## src/rtl/reg_file_onehot.sv

```systemverilog
// reg_file_onehot: 16-entry register file with one-hot write strobe.
// R0..R14 are stored; R15 reads return r15_in (PC+8). Three combinational
// read ports, one clocked write port, sticky strobe error flag and a
// wrapping count of accepted writes.
module reg_file_onehot #(
    parameter int unsigned WIDTH  = 32,
    parameter bit          BYPASS = 1'b0
) (
    input  logic             clk,
    input  logic             rst_n,
    input  logic             we,
    input  logic [15:0]      wr_sel,
    input  logic [WIDTH-1:0] wd,
    input  logic [3:0]       ra1,
    input  logic [3:0]       ra2,
    input  logic [3:0]       ra3,
    input  logic [WIDTH-1:0] r15_in,
    input  logic             clr_err,
    output logic [WIDTH-1:0] rd1,
    output logic [WIDTH-1:0] rd2,
    output logic [WIDTH-1:0] rd3,
    output logic             err,
    output logic [7:0]       wr_count
);

    logic [WIDTH-1:0] regs [15];
    logic             strobe_onehot;
    logic             wr_accept;
    logic             wr_illegal;
    logic [14:0]      wr_hit;

    // Classify the strobe: exactly one bit set, and whether it targets storage
    always_comb begin
        strobe_onehot = (wr_sel != '0) && ((wr_sel & (wr_sel - 16'd1)) == '0);
        // rst_n gating keeps the bypass path from forwarding a write that reset will discard
        wr_accept     = rst_n && we && strobe_onehot && !wr_sel[15];
        wr_illegal    = we && !strobe_onehot;
        wr_hit        = wr_accept ? wr_sel[14:0] : '0;
    end

    // Register storage: one strobe bit per register
    always_ff @(posedge clk or negedge rst_n) begin
        if (!rst_n) begin
            for (int unsigned i = 0; i < 15; i++) begin
                regs[i] <= '0;
            end
        end else begin
            for (int unsigned i = 0; i < 15; i++) begin
                if (wr_hit[i]) begin
                    regs[i] <= wd;
                end
            end
        end
    end

    // Sticky error flag (set beats clear) and wrapping write counter
    always_ff @(posedge clk or negedge rst_n) begin
        if (!rst_n) begin
            err      <= 1'b0;
            wr_count <= '0;
        end else begin
            if (wr_illegal) begin
                err <= 1'b1;
            end else if (clr_err) begin
                err <= 1'b0;
            end
            if (wr_accept) begin
                wr_count <= wr_count + 8'd1;
            end
        end
    end

    // One read port: R15 maps to r15_in and is never forwarded
    function automatic logic [WIDTH-1:0] read_port(input logic [3:0] a);
        logic [WIDTH-1:0] v;
        v = r15_in;
        for (int unsigned i = 0; i < 15; i++) begin
            if (a == 4'(i)) begin
                v = (BYPASS && wr_hit[i]) ? wd : regs[i];
            end
        end
        return v;
    endfunction

    // Three independent combinational read ports
    always_comb begin
        rd1 = read_port(ra1);
        rd2 = read_port(ra2);
        rd3 = read_port(ra3);
    end

endmodule
```

## config.mk

```make
export PLATFORM = sky130hd
export DESIGN_NAME = reg_file_onehot
export DESIGN_NICKNAME = d
export VERILOG_FILES = /design/src/rtl/reg_file_onehot.sv
export SDC_FILE = /design/constraint.sdc
export NUM_CORES = 2
export LEC_CHECK = 0
export BUFFER_PORTS_ARGS = -buffer_cell sky130_fd_sc_hd__buf_2
export CELL_PAD_IN_SITES_DETAIL_PLACEMENT = 1
export CELL_PAD_IN_SITES_GLOBAL_PLACEMENT = 1
export CORE_ASPECT_RATIO = 2
export CORE_UTILIZATION = 50
export CTS_CLUSTER_SIZE = 28
export DETAILED_ROUTE_END_ITERATION = 10
export PLACE_DENSITY = 0.88
export SLEW_MARGIN = 20
export SYNTH_ARGS = -nofsm -noshare
export SYNTH_HDL_FRONTEND = slang
export SYNTH_SLANG_ARGS = --single-unit
```

## constraint.sdc

```tcl
create_clock -name clk -period 4.49 [get_ports clk]
set_clock_uncertainty 0.1 [all_clocks]
set_input_delay 0.898 -clock clk [delete_from_list [all_inputs] [get_ports clk]]
set_output_delay 0.898 -clock clk [all_outputs]
set_load 0.02 [all_outputs]
```

== Word-level counts from Yosys, hierarchy flattened ==
Index checks and enable logic that the tools add are counted.

* Flip-flop bits (word level): 489
* Input bits: 96

* Bitwise logic cells: 1
* $add $sub $neg: 2
* Multiplexer cells: 48
* Equality and inequality tests: 42
* Reduce and logical (&&, ||, !) cells: 13

{| class="wikitable"
|+ Operators by type and width
! kind !! count
|-
| 32-bit 2-to-1 mux || 45
|-
| 4-bit == test (second input constant) || 21
|-
| 4-bit by 3-bit == test with 1-bit output (second input constant) || 12
|-
| 4-bit by 2-bit == test with 1-bit output (second input constant) || 6
|-
| 16-bit AND || 1
|-
| 16-bit logical NOT || 1
|-
| 16-bit nonzero test || 1
|-
| 16-bit by 1-bit subtractor with 16-bit output (second input constant) || 1
|-
| 15-bit 2-to-1 mux || 1
|-
| 4-bit by 1-bit == test with 1-bit output (second input constant) || 3
|-
| 4-bit logical NOT || 3
|-
| 8-bit by 1-bit adder with 8-bit output (second input constant) || 1
|-
| 1-bit logical AND || 5
|-
| 1-bit logical NOT || 2
|-
| 1-bit 2-to-1 mux || 2
|-
| 2-bit nonzero test || 1
|}

== Logic depth before layout (Yosys ltp) ==
* Word-level depth: 16
* Mapped depth: 11

== Worst setup path before layout ==
No wires, ideal clock.

* Path type: input-to-output
* Start point: input port ra2[0]
* End point: output port rd2[13]
* Arrival: 3.115 ns
* Path slack: 0.377 ns
* Stages on the path: 9
* Required time: 3.492 ns
* Cell sequence: buf_2 buf_1 buf_2 clkbuf_1 clkbuf_1 o21ai_0 a21oi_1 o21ai_0 o21ai_0

* Word-level cells in the longest chain between the ends: 16

{| class="wikitable"
|+ RTL lines
! item !! RTL line !! source
|-
| from (decl) || 15 || <nowiki>input logic [3:0] ra2,</nowiki>
|-
| 4-bit logical NOT || 78 || <nowiki>if (a == 4'(i)) begin</nowiki>
|-
| 32-bit 2-to-1 mux (14 in a row) || 78 ||
|-
| 32-bit 2-to-1 mux * || 78 ||
|-
| to (decl) || 20 || <nowiki>output logic [WIDTH-1:0] rd2,</nowiki>
|}

Every way passes the cells marked *; elsewhere a longest branch is shown, timed or not.

== Final worst setup path ==
* Start point: input port ra3[3]
* End point: output port rd3[11]

* Word-level cells in the longest chain between the ends: 16

{| class="wikitable"
|+ RTL lines
! item !! RTL line !! source
|-
| from (decl) || 16 || <nowiki>input logic [3:0] ra3,</nowiki>
|-
| 4-bit logical NOT || 78 ||
|-
| 32-bit 2-to-1 mux (14 in a row) || 78 ||
|-
| 32-bit 2-to-1 mux * || 78 ||
|-
| to (decl) || 21 || <nowiki>output logic [WIDTH-1:0] rd3,</nowiki>
|}

Marked as above.

==> impl_metrics.tcl <==
set metrics [dict create \
    cap_violations 0 \
    relSlewSlack_pct 10.8 \
    failed_checks "negative setup slack" \
    drt_drc_violations_left 0 \
    path_clk_slew_ns 0.06 \
    avgRoutedWirePerCell_um 40.2 \
    totalWireLength_um 174000 \
    synth_ff_type "dfrtp_1" \
    ios 201 \
    dp_hpwl_um 116000 \
    p_seq_share_pct 39.7 \
    ys_seq_area_share_pct 35.4 \
    areaGrowthSynthToFinish_pct 12.4 \
    postSynthAreaPerCell_um2 10.8 \
    async_flop_share_pct 100 \
    ys_seq_elements 489 \
    rsz0062_at_grt "false" \
    num_rows 136 \
    ys_types 81 \
    slew_violations 0 \
    p_int_mw 7.50 \
    critPathKind "in2out" \
    ir_drop_v 0.000288 \
    critPathArrivalTime_ns 3.56 \
    grt_overflow 0 \
    cts_tree "yes" \
    vias 33900 \
    synth_nets 3304 \
    final_util_pct 56.7 \
    drt-initial-drc-count 5006 \
    tns_ns -0.0677 \
    synth_top_area_cell "dfrtp_1" \
    first_global_vias 35000 \
    avgViaCountPerCell 7.83 \
    die_x_um 188 \
    cts_made_buffers 50 \
    hold_viol 0 \
    critPathLaunchType "input port" \
    synth_top_area_share_pct 35.4 \
    drt_pass1_iterations 8 \
    grt_max_degree 156 \
    cp_top_family "buffers and inverters" \
    leakagePower_nw 17.3 \
    crit_path_top_delay_cell "a221oi_1" \
    tightest_slew_ns 1.33 \
    min_path_type "in2async" \
    htreeDepth 2 \
    crit_chain "buf_2 -> clkinv_1 -> buf_4 -> nor3_1 -> buf_4 -> o21ai_0 -> o211ai_1 -> nand2_1 -> a221oi_1 -> buf_2" \
    yosys_warnings 0 \
    r2r_setup_slack_ns 3.19 \
    path_max_fanout 16 \
    root_buffer "clkbuf_16" \
    die_area_mm2 0.0703 \
    max_stage_delay_ns 0.52 \
    core_area_mm2 0.0686 \
    fmax_ghz 0.219 \
    p_per_area_mw_per_mm2 285 \
    clock_path_buffers 3 \
    r2r-start "wr_count[0]$_DFFE_PN0N_" \
    fin_crit_sh_pct 102 \
    setup_ws_ns -0.0677 \
    switching_share_pct 32.3 \
    crit_buf_inv 5 \
    p_sw_mw 3.59 \
    grtUsageTotal_pct 49.5 \
    grt_pass1_wl_um 251000 \
    clock_latency_ns 0.64 \
    clock-sinks 489 \
    fin_total_pwr_mw 11.1 \
    rr_worst_depth 4 \
    pwr-share-comb_pct 19.7 \
    antenna_found_initial 14 \
    reg2reg_to "wr_count[6]$_DFFE_PN0N_" \
    synthTopCellsByArea "dfrtp_1, mux2_4, mux2_2" \
    clock_power_share_pct 40.6 \
    cp-end-kind "output pin" \
    drive_above_1_share_pct 36.3 \
    antenna_left 0 \
    min_period_ns 4.56 \
    syn-instance-count 3207 \
    worstPathRequired_ns 3.49 \
    die_h_um 374 \
    setup_viol 1 \
    netlist_area_mm2 0.0346 \
    nets 3486 \
    start_util_pct 50.4 \
    gp_congestion 1.04 \
    synth_enable_flop_cells 0 \
    outcome "complete, but fails checks" \
    portBuffers 200 \
]
-- sequential cells by signal, indices dropped and copies added, names as in the netlist --
signal    count
err           1
regs        480
wr_count      8
-- how the worst max path moves through the flow --
stage / from / end / slack, ns / cells after the start
floorplan: ra2[0] / rd2[13] / 0.38 / 9
global route: ra3[3] / rd3[11] / 0.04 / 10
detailed placement: ra3[3] / rd3[11] / 0.15 / 10
global placement: ra3[3] / rd3[11] / 0.20 / 10
finish: ra3[3] / rd3[11] / -0.07 / 10
CTS: ra2[0] / rd2[28] / 0.07 / 9
-- Yosys cell counts (32+ instances only) --
cell type / instances
a211oi_1: 34
a21oi_1: 215
a22oi_1: 56
buf_1: 32
buf_12: 48
clkbuf_1: 220
dfrtp_1: 489
mux2_2: 194
mux2_4: 360
mux2i_1: 94
mux4_2: 85
nand2_1: 141
nor2_1: 211
nor2b_1: 35
o21ai_0: 261
o221ai_1: 64
o22ai_1: 187
-- final cells by class --
type	instances	area [um^2]
diodes	8	20.0
fillers	7392	29700
clock inverters	26	294
inverters	29	109
repair buffers	463	3560
flip-flops and latches	489	12200
clock buffers	65	1370
well taps	897	1120
multi-input cells	2356	20200
-- cells in the final DEF (no fill, tap or decap), drive strengths merged, types with 30 or more instances in the layout --
master,count
nor2b,35
o21ai,263
o22ai,187
nand2,141
a211oi,35
nor2,211
buf,462
a22oi,56
mux2i,94
mux4,85
a21oi,215
clkbuf,66
mux2,563
a2bb2oi,30
o221ai,64
dfrtp,489
-- power groups by stage --
stage	Combinational, mW	Sequential (mW)	Clock (mW)
2_1_floorplan	1.00	4.49	0
3_3_place_gp	2.00	4.49	0
3_5_place_dp	2.04	4.49	0
4_1_cts	2.06	4.41	4.47
5_1_grt	2.21	4.40	4.63
6_report	2.18	4.41	4.50
-- per-layer routing --
metal,GRT usage [%],vias to the layer above,share of wire (%)
met2,73.0,3276,43
met1,58.2,16800,34
met3,15.9,1235,12
met4,42.0,12,10
met5,0,-,0.046
li1,-,12600,-
-- cells by family after synthesis --
group                    share of synthesized area [%]
AO/OA/AOI/OAI                                     20.3
multiplexers                                      30.5
AND/OR/NAND/NOR                                   7.03
flip-flops                                        35.4
buffers and inverters                             6.48
XOR/XNOR                                         0.203
adder cells (fa/ha/maj)                         0.0652
-- worst register-to-register path, stage by stage, from the launching register on --
cell and delay [ns]:
dfrtp_1 0.45, ha_1 0.23, and3_1 0.16, nand4_1 0.11, xnor2_1 0.14
-- stage by stage --
step                      cells  setup WS [ns]  instance area (um^2)  hold WS [ns]
after detailed placement   4234          0.153                 37200         0.365
after floorplan            3207          0.377                 34600         0.387
final                      4333        -0.0677                 38900        0.0149
after global placement     4234          0.198                 37200         0.364
after global routing       4327         0.0369                 38800        0.0350
after CTS                  4325         0.0729                 38800        0.0363
-- timing repair --
item | 4_1_cts | 5_1_grt
endpoints found under the setup margin | 0 | 3
gates resized for setup | 0 | 3
buffers inserted | 0 | 0
hold buffers | 0 | 0
Power figures use the tool's default switching activity.
